## src/rtl/otp_pkg.sv

```systemverilog
// otp_pkg: state type, chunk-count helper and configuration check for otp_stream_cypher.
package otp_pkg;

    typedef enum logic [1:0] {OTP_IDLE, OTP_RUN, OTP_DONE} otp_state_t;

    function automatic int otp_nchunk(input int msg_w, input int key_w);
        return msg_w / key_w;
    endfunction

    // Elaboration-time guard: the message must split into whole key chunks.
    function automatic bit otp_cfg_ok(input int msg_w, input int key_w);
        return key_w > 0 && msg_w >= key_w && msg_w % key_w == 0;
    endfunction

endpackage

```

## src/rtl/otp_chunk_shifter.sv

```systemverilog
// otp_chunk_shifter: parallel-load register shifting left by one KEY_W chunk, exposing its top chunk.
module otp_chunk_shifter #(
    parameter int W     = 32,
    parameter int KEY_W = 8
) (
    input  logic             clk,
    input  logic             rst_n,
    input  logic             load,
    input  logic [W-1:0]     load_val,
    input  logic             shift,
    input  logic [KEY_W-1:0] shift_in,
    output logic [W-1:0]     q,
    output logic [KEY_W-1:0] top
);

    logic [W-1:0] shifted;

    if (W == KEY_W) begin : g_one
        assign shifted = shift_in;
    end else begin : g_many
        assign shifted = {q[W-KEY_W-1:0], shift_in};
    end

    always_ff @(posedge clk or negedge rst_n) begin
        if (!rst_n)     q <= '0;
        else if (load)  q <= load_val;
        else if (shift) q <= shifted;
    end

    assign top = q[W-1 -: KEY_W];

endmodule

```

## src/rtl/otp_stream_cypher.sv

```systemverilog
// otp_stream_cypher: one-time-pad XOR stream cypher with start/key/output handshakes.
// Define OTP_KEY_REUSE_CHK_EN to build the sticky key-reuse detector driving key_err.
module otp_stream_cypher
    import otp_pkg::*;
#(
    parameter int MSG_W = 32,
    parameter int KEY_W = 8
) (
    input  logic             clk,
    input  logic             rst_n,
    input  logic             start,
    input  logic [MSG_W-1:0] msg_in,
    input  logic             abort,
    output logic             busy,
    input  logic             key_valid,
    input  logic [KEY_W-1:0] key_in,
    output logic             key_ready,
    output logic             out_valid,
    input  logic             out_ready,
    output logic [MSG_W-1:0] cyph_out,
    output logic             key_err
);

    localparam int NCHUNK = otp_nchunk(MSG_W, KEY_W);
    localparam int CW     = $clog2(NCHUNK + 1);

    if (!otp_cfg_ok(MSG_W, KEY_W)) begin : g_bad_cfg
        $error("otp_stream_cypher: MSG_W must be a non-zero multiple of KEY_W");
    end

    otp_state_t       state, state_nxt;
    logic [CW-1:0]    cnt;
    logic             key_hs, load, clear, last;
    logic [KEY_W-1:0] msg_top, acc_top_unused;
    logic [MSG_W-1:0] acc, msg_q_unused;

    assign key_hs = key_valid && state == OTP_RUN;
    assign load   = start && state == OTP_IDLE;
    // Both registers are wiped on a new load and on abort so no residue survives.
    assign clear  = load || (abort && state != OTP_IDLE);
    assign last   = cnt == CW'(NCHUNK - 1);

    always_comb begin
        state_nxt = state;
        case (state)
            OTP_IDLE: state_nxt = start ? OTP_RUN : OTP_IDLE;
            OTP_RUN:  state_nxt = abort ? OTP_IDLE : (key_hs && last) ? OTP_DONE : OTP_RUN;
            OTP_DONE: state_nxt = (abort || out_ready) ? OTP_IDLE : OTP_DONE;
            default:  state_nxt = OTP_IDLE;
        endcase
    end

    always_ff @(posedge clk or negedge rst_n) begin
        if (!rst_n) begin
            state <= OTP_IDLE;
            cnt   <= '0;
        end else begin
            state <= state_nxt;
            if (load)        cnt <= '0;
            else if (key_hs) cnt <= cnt + CW'(1);
        end
    end

    otp_chunk_shifter #(.W(MSG_W), .KEY_W(KEY_W)) u_msg (
        .clk      (clk),
        .rst_n    (rst_n),
        .load     (clear),
        .load_val (load ? msg_in : '0),
        .shift    (key_hs),
        .shift_in ('0),
        .q        (msg_q_unused),
        .top      (msg_top)
    );

    otp_chunk_shifter #(.W(MSG_W), .KEY_W(KEY_W)) u_acc (
        .clk      (clk),
        .rst_n    (rst_n),
        .load     (clear),
        .load_val ('0),
        .shift    (key_hs),
        .shift_in (msg_top ^ key_in),
        .q        (acc),
        .top      (acc_top_unused)
    );

    assign busy      = state != OTP_IDLE;
    assign key_ready = state == OTP_RUN;
    assign out_valid = state == OTP_DONE;
    assign cyph_out  = out_valid ? acc : '0;

`ifdef OTP_KEY_REUSE_CHK_EN
    logic [KEY_W-1:0] last_key;
    logic             last_vld;

    // History survives messages and aborts; only reset clears it.
    always_ff @(posedge clk or negedge rst_n) begin
        if (!rst_n) begin
            last_key <= '0;
            last_vld <= 1'b0;
            key_err  <= 1'b0;
        end else if (key_hs) begin
            key_err  <= key_err | (last_vld && key_in == last_key);
            last_key <= key_in;
            last_vld <= 1'b1;
        end
    end
`else
    assign key_err = 1'b0;
`endif

endmodule

```

## config.mk

```make
export PLATFORM = sky130hd
export DESIGN_NAME = otp_stream_cypher
export DESIGN_NICKNAME = d
export VERILOG_FILES = /design/src/rtl/otp_pkg.sv /design/src/rtl/otp_chunk_shifter.sv /design/src/rtl/otp_stream_cypher.sv
export SDC_FILE = /design/constraint.sdc
export NUM_CORES = 1
export LEC_CHECK = 0
export CAP_MARGIN = 20
export CORE_MARGIN = 10
export CORE_UTILIZATION = 49
export DETAILED_ROUTE_END_ITERATION = 10
export PLACE_DENSITY = 0.88
export SLEW_MARGIN = 20
export SYNTH_ARGS = -nofsm -noshare
export SYNTH_HDL_FRONTEND = slang
export SYNTH_SLANG_ARGS = --single-unit
```

## constraint.sdc

```tcl
create_clock -name clk -period 1.9 [get_ports clk]
set_input_delay 0.475 -clock clk [delete_from_list [all_inputs] [get_ports clk]]
set_output_delay 0.475 -clock clk [all_outputs]
set_load 0.02 [all_outputs]
```

# Yosys cells after proc, flatten, opt, wreduce, memory -nomap -nowiden
# Index checks and enable logic that the tools add are counted.
[word_totals] input_bits=46 reg_bits=69
[op_classes] add_sub_neg=1 reduce_logical=10 n_mux=13 bitwise=1 n_eq_ne=3
[op_table] operator="two-way mux 32 bit" count=6
[op_table] operator="bitwise XOR 8 bit" count=1
[op_table] operator="two-way mux 2 bit" count=3
[op_table] operator="two-way mux 3 bit" count=2
[op_table] operator="case mux 2 bit (3 select lines)" count=1
[op_table] operator="nonzero test 2 bit" count=3
[op_table] operator="logical AND 1 bit" count=4
[op_table] operator="adder 3 x 1 -> 3 bit (second input constant)" count=1
[op_table] operator="equality test 3 x 2 -> 1 bit (second input constant)" count=1
[op_table] operator="equality test 2 x 1 -> 1 bit (second input constant)" count=1
[op_table] operator="equality test 2 bit (second input constant)" count=1
[op_table] operator="zero test 2 bit" count=1
[op_table] operator="logical OR 1 bit" count=2
[op_table] operator="two-way mux 1 bit" count=1

# Longest topological paths before layout
# Gate-level depths: netlist (run 1).
[depth] ltp_word=6 depth_mapped=5 ltp_nobuf=4

# By module
# A second synthesis (run 1) with hierarchy kept.
[unflattened] cells_unflattened=407 hier_area_um2=4006.3
[by_module_without_submodules] module="otp_chunk_shifter" n_inst=2 area_each_um2=1572.8 cells_each=147
[by_module_without_submodules] module="otp_stream_cypher" n_inst=1 area_each_um2=860.8 cells_each=113

# Worst setup path after synthesis (run 1)
# No wires, ideal clock.
[synth_path] path_kind="register to output" start="register state[1]" end="output port cyph_out[22]" required_ns=1.425 stages_incl_launch_ff=4 arrival_time_ns=1.355 path_slack_ns=0.070 path_cell_list="dfrtp_1 -> nor2b_1 -> clkbuf_1 -> and2_1"
[synth_between] elab_chain_cells=2
[synth_lines] element="from (decl)" line_no="otp_stream_cypher.sv:31" rtl="otp_state_t state, state_nxt;"
[synth_lines] element="from (signal assigned)" line_no="otp_stream_cypher.sv:58" rtl="state <= state_nxt;"
[synth_lines] element="equality test 2 bit" line_no="otp_stream_cypher.sv:88" rtl="assign out_valid = state == OTP_DONE;"
[synth_lines] element="named net out_valid" line_no="otp_stream_cypher.sv:18" rtl="output logic out_valid,"
[synth_lines] element="two-way mux 32 bit" line_no="otp_stream_cypher.sv:89" rtl="assign cyph_out = out_valid ? acc : '0;"
[synth_lines] element="to (decl)" line_no="otp_stream_cypher.sv:20" rtl="output logic [MSG_W-1:0] cyph_out,"
# The timed path passes the listed nets, and every way through them passes these cells.

# Final worst setup path (run 1)
[layout_path] start="register state[0]" end="output port cyph_out[9]"
[layout_between] elab_chain_cells=2
[layout_lines] element="equality test 2 bit" line_no="otp_stream_cypher.sv:88"
[layout_lines] element="two-way mux 32 bit" line_no="otp_stream_cypher.sv:89"
# No other way between the ends.

==> results of run 1 <==
==> registers in the layout (all words and copies together) (netlist names) <==
name,count
u_msg.q,32
state,2
u_acc.q,32
cnt,3
==> cell usage after synthesis (all sizes together), types with 2 or more instances <==
library cell,count
nor2,11
nor3b,2
nand2b,2
o32a,22
a211oi,9
a21oi,26
o211ai,2
nand2,10
xnor2,9
buf,12
inv,26
a2bb2oi,2
and3,23
and2,32
dfrtp,69
clkbuf,15
ha,2
a22o,30
==> worst max path at each step <==
stage,to
2_1_floorplan,cyph_out[22]
3_3_place_gp,u_msg.q[26]
3_5_place_dp,u_msg.q[25]
4_1_cts,cyph_out[17]
5_1_grt,cyph_out[1]
6_report,cyph_out[9]
==> stage by stage <==
step	cell area, um^2	total power [W]	cells	hold WS [ps]	setup WS [ps]
3_5_place_dp	4340	0.00321	469	480	-309
4_1_cts	4550	0.00458	487	152	-32.2
2_1_floorplan	3290	0.00272	314	179	70.4
5_1_grt	4640	0.00481	486	167	-23.0
6_report	4640	0.00457	486	141	32.2
3_3_place_gp	4340	0.00314	469	473	-251
==> area by class of cell <==
| class | count | area [um^2] | share of cell area [%] |
|---|---|---|---|
| Multi-Input combinational cell | 192 | 1380 | 29.7 |
| Timing Repair Buffer | 106 | 1110 | 23.9 |
| Tap cell | 77 | 96.3 | 2.08 |
| Clock inverter | 6 | 93.8 | 2.02 |
| Sequential cell | 69 | 1730 | 37.2 |
| Clock buffer | 10 | 138 | 2.97 |
| Inverter | 26 | 97.6 | 2.10 |
==> power groups by stage <==
| stage | clock, W | sequential (W) | combinational [W] |
|---|---|---|---|
| detailed placement | 0 | 0.00202 | 0.00119 |
| floorplan | 0 | 0.00195 | 0.000768 |
| finish | 0.00137 | 0.00200 | 0.00120 |
| CTS | 0.00139 | 0.00200 | 0.00119 |
| global placement | 0 | 0.00200 | 0.00114 |
| global route | 0.00145 | 0.00204 | 0.00132 |
==> cell families (layout without fill, tap and decap cells) <==
family | count (synthesis) | count (layout) | synth area share (%)
other | 1 | 1 | 0.114
buffers and inverters | 53 | 148 | 6.96
xor gates and xnor gates | 9 | 9 | 2.40
DFF | 69 | 69 | 52.5
AOI/OAI and AO/OA | 94 | 94 | 22.3
and+or+nand+nor | 86 | 86 | 15.0
adders and majority gates | 2 | 2 | 0.760
==> cell usage in the layout (no fill, tap or decap), drive strengths merged <==
cell           instances
a211oi                 9
or3b                   1
nand2                 10
clkinv                 1
a211o                  1
buf                   61
xnor2                  9
bufinv                 2
dfrtp                 69
nor3b                  2
nor2b                  1
and3b                  1
a2bb2oi                2
o211ai                 2
o21ai                  1
clkinvlp               1
clkbuf                11
a22oi                  1
nand2b                 2
nand3b                 1
or2                    1
inv                   28
ha                     2
nand3                  1
conb                   1
a21oi                 26
a22o                  30
clkdlybuf4s50         44
and2                  32
o32a                  22
nor2                  11
and3                  23
==> layer usage <==
metal,up-vias,track usage (%)
li1,1300,-
met5,-,0
met1,1332,20.3
met4,0,5.53
met3,11,5.80
met2,117,27.2
==> timing repair <==
action                     in CTS  in global routing
gates cloned                    1                  0
pin swaps                       0                  0
setup endpoints to repair      35                 34
setup buffers                   1                  0
resized for setup             172                 43
==> impl_metrics.csv, run 1 <==
group,metric,value,unit
final_layout,fill_cells,466,
sta,fin_tns_setup,0,ps
power_and_ir_drop,swShare,29.4,%
power_and_ir_drop,intPower,0.00323,W
sta,finalSetupViolations,0,
clock_network,cts_tree,"done",
setup_path,rr_startpoint,"state[0]",
power_and_ir_drop,ir_drop,0.648,mV
setup_path,path_delay_family,"flip-flops",
floorplanning,ios,82,
synthesis,yosysTopAreaCell,"dfrtp_1",
route,drt-vias-per-instance,5.68,
worst_hold_path,hold_path_class,"input port to async pin",
synthesis,syn_inst,314,
global_routing,grt.overflow.total,0,
flow_run,max_cap_viol_count,0,
final_layout,final_util,72.2,%
route,drt_first_pass_iters,5,
floorplanning,start_util,51.2,%
synthesis,yosys_warnings,0,
route,wl_met1,3530,um
sta,maxSlewViolCount,0,
setup_path,startpoint_type,"flop",
synthesis,avgSynthCellArea,10.5,um^2
synthesis,synth_top_area_share,52.5,%
sta,fmax,535,MHz
route,routed_wl,8650,um
floorplanning,die_width,102,um
route,route.vias.total,2760,
sta,hold_viol_final,0,
global_routing,grt_usage,16.7,%
clock_network,cts_hold_buf,0,
clock_network,cts_num_sinks,69,
route,antenna_left,0,
placed_design,io_buffers,80,
floorplanning,die_area,10400,um^2
outcome,status,"finished, final reports clean",
power_and_ir_drop,clkPwrFrac,30.0,%
clock_network,clock_path_buffers,2,
power_and_ir_drop,p_sw,0.00134,W
final_layout,area_delta_synth_final,40.9,%
synthesis,yosys_register_bits,69,
setup_path,path_buf_inv,2,
setup_path,worstSetupPathType,"flop to primary output",
synthesis,netlist_area,3290,um^2
power_and_ir_drop,p_leak,2.22,nW
clock_network,root_buffer,"clkbuf_8",
synthesis,synth_ff_type,"dfrtp_1",
power_and_ir_drop,seqPwrFrac,43.8,%
synthesis,yosysUniqueCellTypes,30,
final_layout,drive_gt1_share,22.2,%
final_layout,antenna_cells,0,
placed_design,hpwl,6030,um
synthesis,syn_nets,362,
placed_design,gp_congestion,0.916,
synthesis,synth_area_leaders,"dfrtp_1 52%, a22o_1 8.0%, o32a_1 6.7%",
route,highest_layer,"met4",
route,wl_met2,4260,um
setup_path,slowest_stage,"dfrtp_1",
setup_path,cp_max_fo,17,
power_and_ir_drop,power_frac_comb,26.2,%
global_routing,grt_first_pass_wirelength,14000,um
setup_path,worst_path_largest_cell_delay,420,ps
setup_path,r2r_slack,90,ps
sta,finClkSkew,7.72,ps
global_routing,antenna_found_initial,0,
setup_path,crit_chain,"nor2b_4 > buf_12 > and2_1 > buf_6",
final_layout,final_nets,452,
clock_network,insertion_delay,340,ps
setup_path,cp.arrival,1390,ps
setup_path,crit_path_start,"state[0]",
clock_network,htreeDepth,3,
global_routing,grt_max_degree,70,
floorplanning,rows,29,
route,dr_wl_met3,752,um
power_and_ir_drop,power.density,986,nW/um^2
clock_network,clk_pin_slew_worst_paths,70,ps
synthesis,synth-edff-count,0,
floorplanning,die_h,102,um
sta,rsz0062_at_grt,"true",
setup_path,cp.required,1420,ps
sta,period_share,98.3,%
setup_path,end_kind,"primary output",
synthesis,yosysSeqAreaShare,52.5,%
floorplanning,core_area,6420,um^2
clock_network,cts_buffers,9,
global_routing,grt_pass1_vias,2823,
synthesis,synthArstFlopShare,100,%
route,avgRoutedWirePerCell,17.8,um
setup_path,worst-path-stages,4,
sta,min_period,1870,ps
route,dr.first_iter.drc_count,108,
route,drc_errors,0,
setup_path,rr_endpoint,"u_msg.q[18]",
setup_path,ff2ff_path_depth,5,
Power figures use the tool's default switching activity.
==> inputs of run 2 (changes only) <==
- REMOVE_ABC_BUFFERS: unset -> 1
==> impl_metrics.csv, run 2 (synthesized netlist as in run 1, its figures left out) <==
group,metric,value,unit
outcome,status,"complete, but fails checks",
outcome,violations,"negative setup slack",
setup_path,cp_max_fo,8,
setup_path,crit_chain,"buf_4 > or2_2 > buf_4",
final_layout,final_util,73.5,%
placed_design,dp.cells,472,
clock_network,htreeDepth,3,
clock_network,insertion_delay,360,ps
route,antenna_left,0,
final_layout,fill_cells,460,
clock_network,root_buffer,"clkbuf_8",
route,drt-vias-per-instance,5.72,
sta,maxSlewViolCount,0,
sta,finalSetupViolations,1,
final_layout,antenna_cells,0,
sta,min_period,1940,ps
placed_design,hpwl,6150,um
route,routed_wl,8770,um
sta,hold_viol_final,0,
setup_path,cp.arrival,1460,ps
global_routing,grt_usage,17.1,%
final_layout,final_cells,490,
floorplanning,core_area,6420,um^2
placed_design,io_buffers,80,
sta,finClkSkew,10.2,ps
global_routing,grt_max_degree,70,
final_layout,largestRegisters,"u_acc.q (32), u_msg.q (32), cnt (3)",
global_routing,grt_pass1_vias,2961,
setup_path,startpoint_type,"flop",
final_layout,drive_gt1_share,26.6,%
route,drt_first_pass_iters,4,
setup_path,path_buf_inv,2,
setup_path,worstSetupPathType,"flop to primary output",
power_and_ir_drop,p_leak,2.25,nW
final_layout,final_nets,456,
sta,slew_headroom,61.9,%
clock_network,cts_tree,"done",
final_layout,final_common_cell,"dfrtp_1",
global_routing,antenna_found_initial,0,
sta,period_share,102,%
placed_design,gp_congestion,0.783,
flow_run,max_cap_viol_count,0,
setup_path,path_delay_family,"flip-flops",
global_routing,grt_first_pass_wirelength,14200,um
sta,worst_pin_slew,571,ps
route,avgRoutedWirePerCell,17.9,um
clock_network,clock_path_buffers,2,
worst_hold_path,hold_path_class,"input port to async pin",
setup_path,slowest_stage,"dfrtp_1",
route,drc_errors,0,
final_layout,layout_common_cells,"69 x dfrtp_1, 44 x clkdlybuf4s50_1, 32 x buf_6",
sta,rsz0062_at_grt,"true",
floorplanning,die_width,102,um
route,route.vias.total,2804,
sta,setup_slack,-36.6,ps
route,dr.first_iter.drc_count,103,
setup_path,cp_common_cell,"buf_4",
final_layout,area_delta_synth_final,43.5,%
floorplanning,die_area,10400,um^2
clock_network,cts_buffers,9,
setup_path,end_kind,"primary output",
floorplanning,die_h,102,um
floorplanning,start_util,51.2,%
sta,fin_tns_setup,-36.6,ps
clock_network,clk_pin_slew_worst_paths,70,ps
sta,fmax,516,MHz
power_and_ir_drop,power.density,974,nW/um^2
power_and_ir_drop,ir_drop,0.653,mV
global_routing,grt.overflow.total,0,
floorplanning,ios,82,
clock_network,cts_num_sinks,69,
setup_path,cp.required,1420,ps
setup_path,worst_path_largest_cell_delay,420,ps
floorplanning,rows,29,
run 2: cell count changes in the layout (fill, tap and decap cells not counted), sizes merged:
cell / previous run / this run
clkinvlp: 1 / 3
buf: 61 / 66
clkinv: 1 / 0
inv: 28 / 26
run 2: worst register-to-register path: cells and delay by family (launching register included):
family / cells / cell delay (ps)
AOI/OAI and AO/OA: 1 / 350
and+or+nand+nor: 2 / 620
buffers and inverters: 2 / 370
DFF: 1 / 420
run 2: per-stage QoR:
stage	worst slack [ps]	area, um^2	hold WS [ps]	power, W
floorplan	-369	3160	179	0.00266
global placement	-271	4360	470	0.00312
detailed placement	-317	4360	473	0.00321
CTS	-66.3	4620	143	0.00462
global route	-56.6	4720	164	0.00483
finish	-36.6	4720	124	0.00460
run 2: path summary, 6_finish.rpt:
path / from / to / slack, ps / cells after the start
max in group asynchronous: rst_n / u_acc.q[20] / 1460 / 2
max reg2reg: state[0] / u_msg.q[22] / 40 / 5
max: state[0] / busy / -40 / 3
min: rst_n / u_acc.q[24] / 120 / 2
min reg2reg: u_msg.q[18] / u_msg.q[18] / 490 / 1
min in group clk: u_msg.q[18] / u_msg.q[18] / 490 / 1
run 2: power breakdown:
group	switching (W)	total [W]	internal [W]	leakage, nW
registers	0.000207	0.00199	0.00179	0.896
logic	0.000549	0.00121	0.000658	1.25
clock network	0.000590	0.00140	0.000810	0.108
run 2: what timing repair did:
| action | CTS | global route |
|---|---|---|
| buffers inserted | 2 | 0 |
| resized for setup | 188 | 44 |
| pin swaps | 0 | 5 |
| hold buffers | 0 | 0 |
| setup endpoints to repair | 35 | 97 |
| gates cloned | 1 | 0 |
run 2: layout make-up:
class / count / area (um^2) / share of cell area, %
multi-input cells: 192 / 1420 / 30.1
clock buffers: 11 / 151 / 3.21
well taps: 77 / 96.3 / 2.04
inverters: 26 / 97.6 / 2.07
flip-flops and latches: 69 / 1730 / 36.6
clock inverters: 5 / 82.6 / 1.75
repair buffers: 110 / 1150 / 24.3
run 2: routing by layer:
metal / vias up / wire length [um] / GRT usage, %
li1: 1307 / - / -
met1: 1375 / 3610 / 19.9
met2: 109 / 4410 / 28.9
met3: 13 / 607 / 4.79
met4: 0 / 134 / 7.70
met5: - / 0 / 0
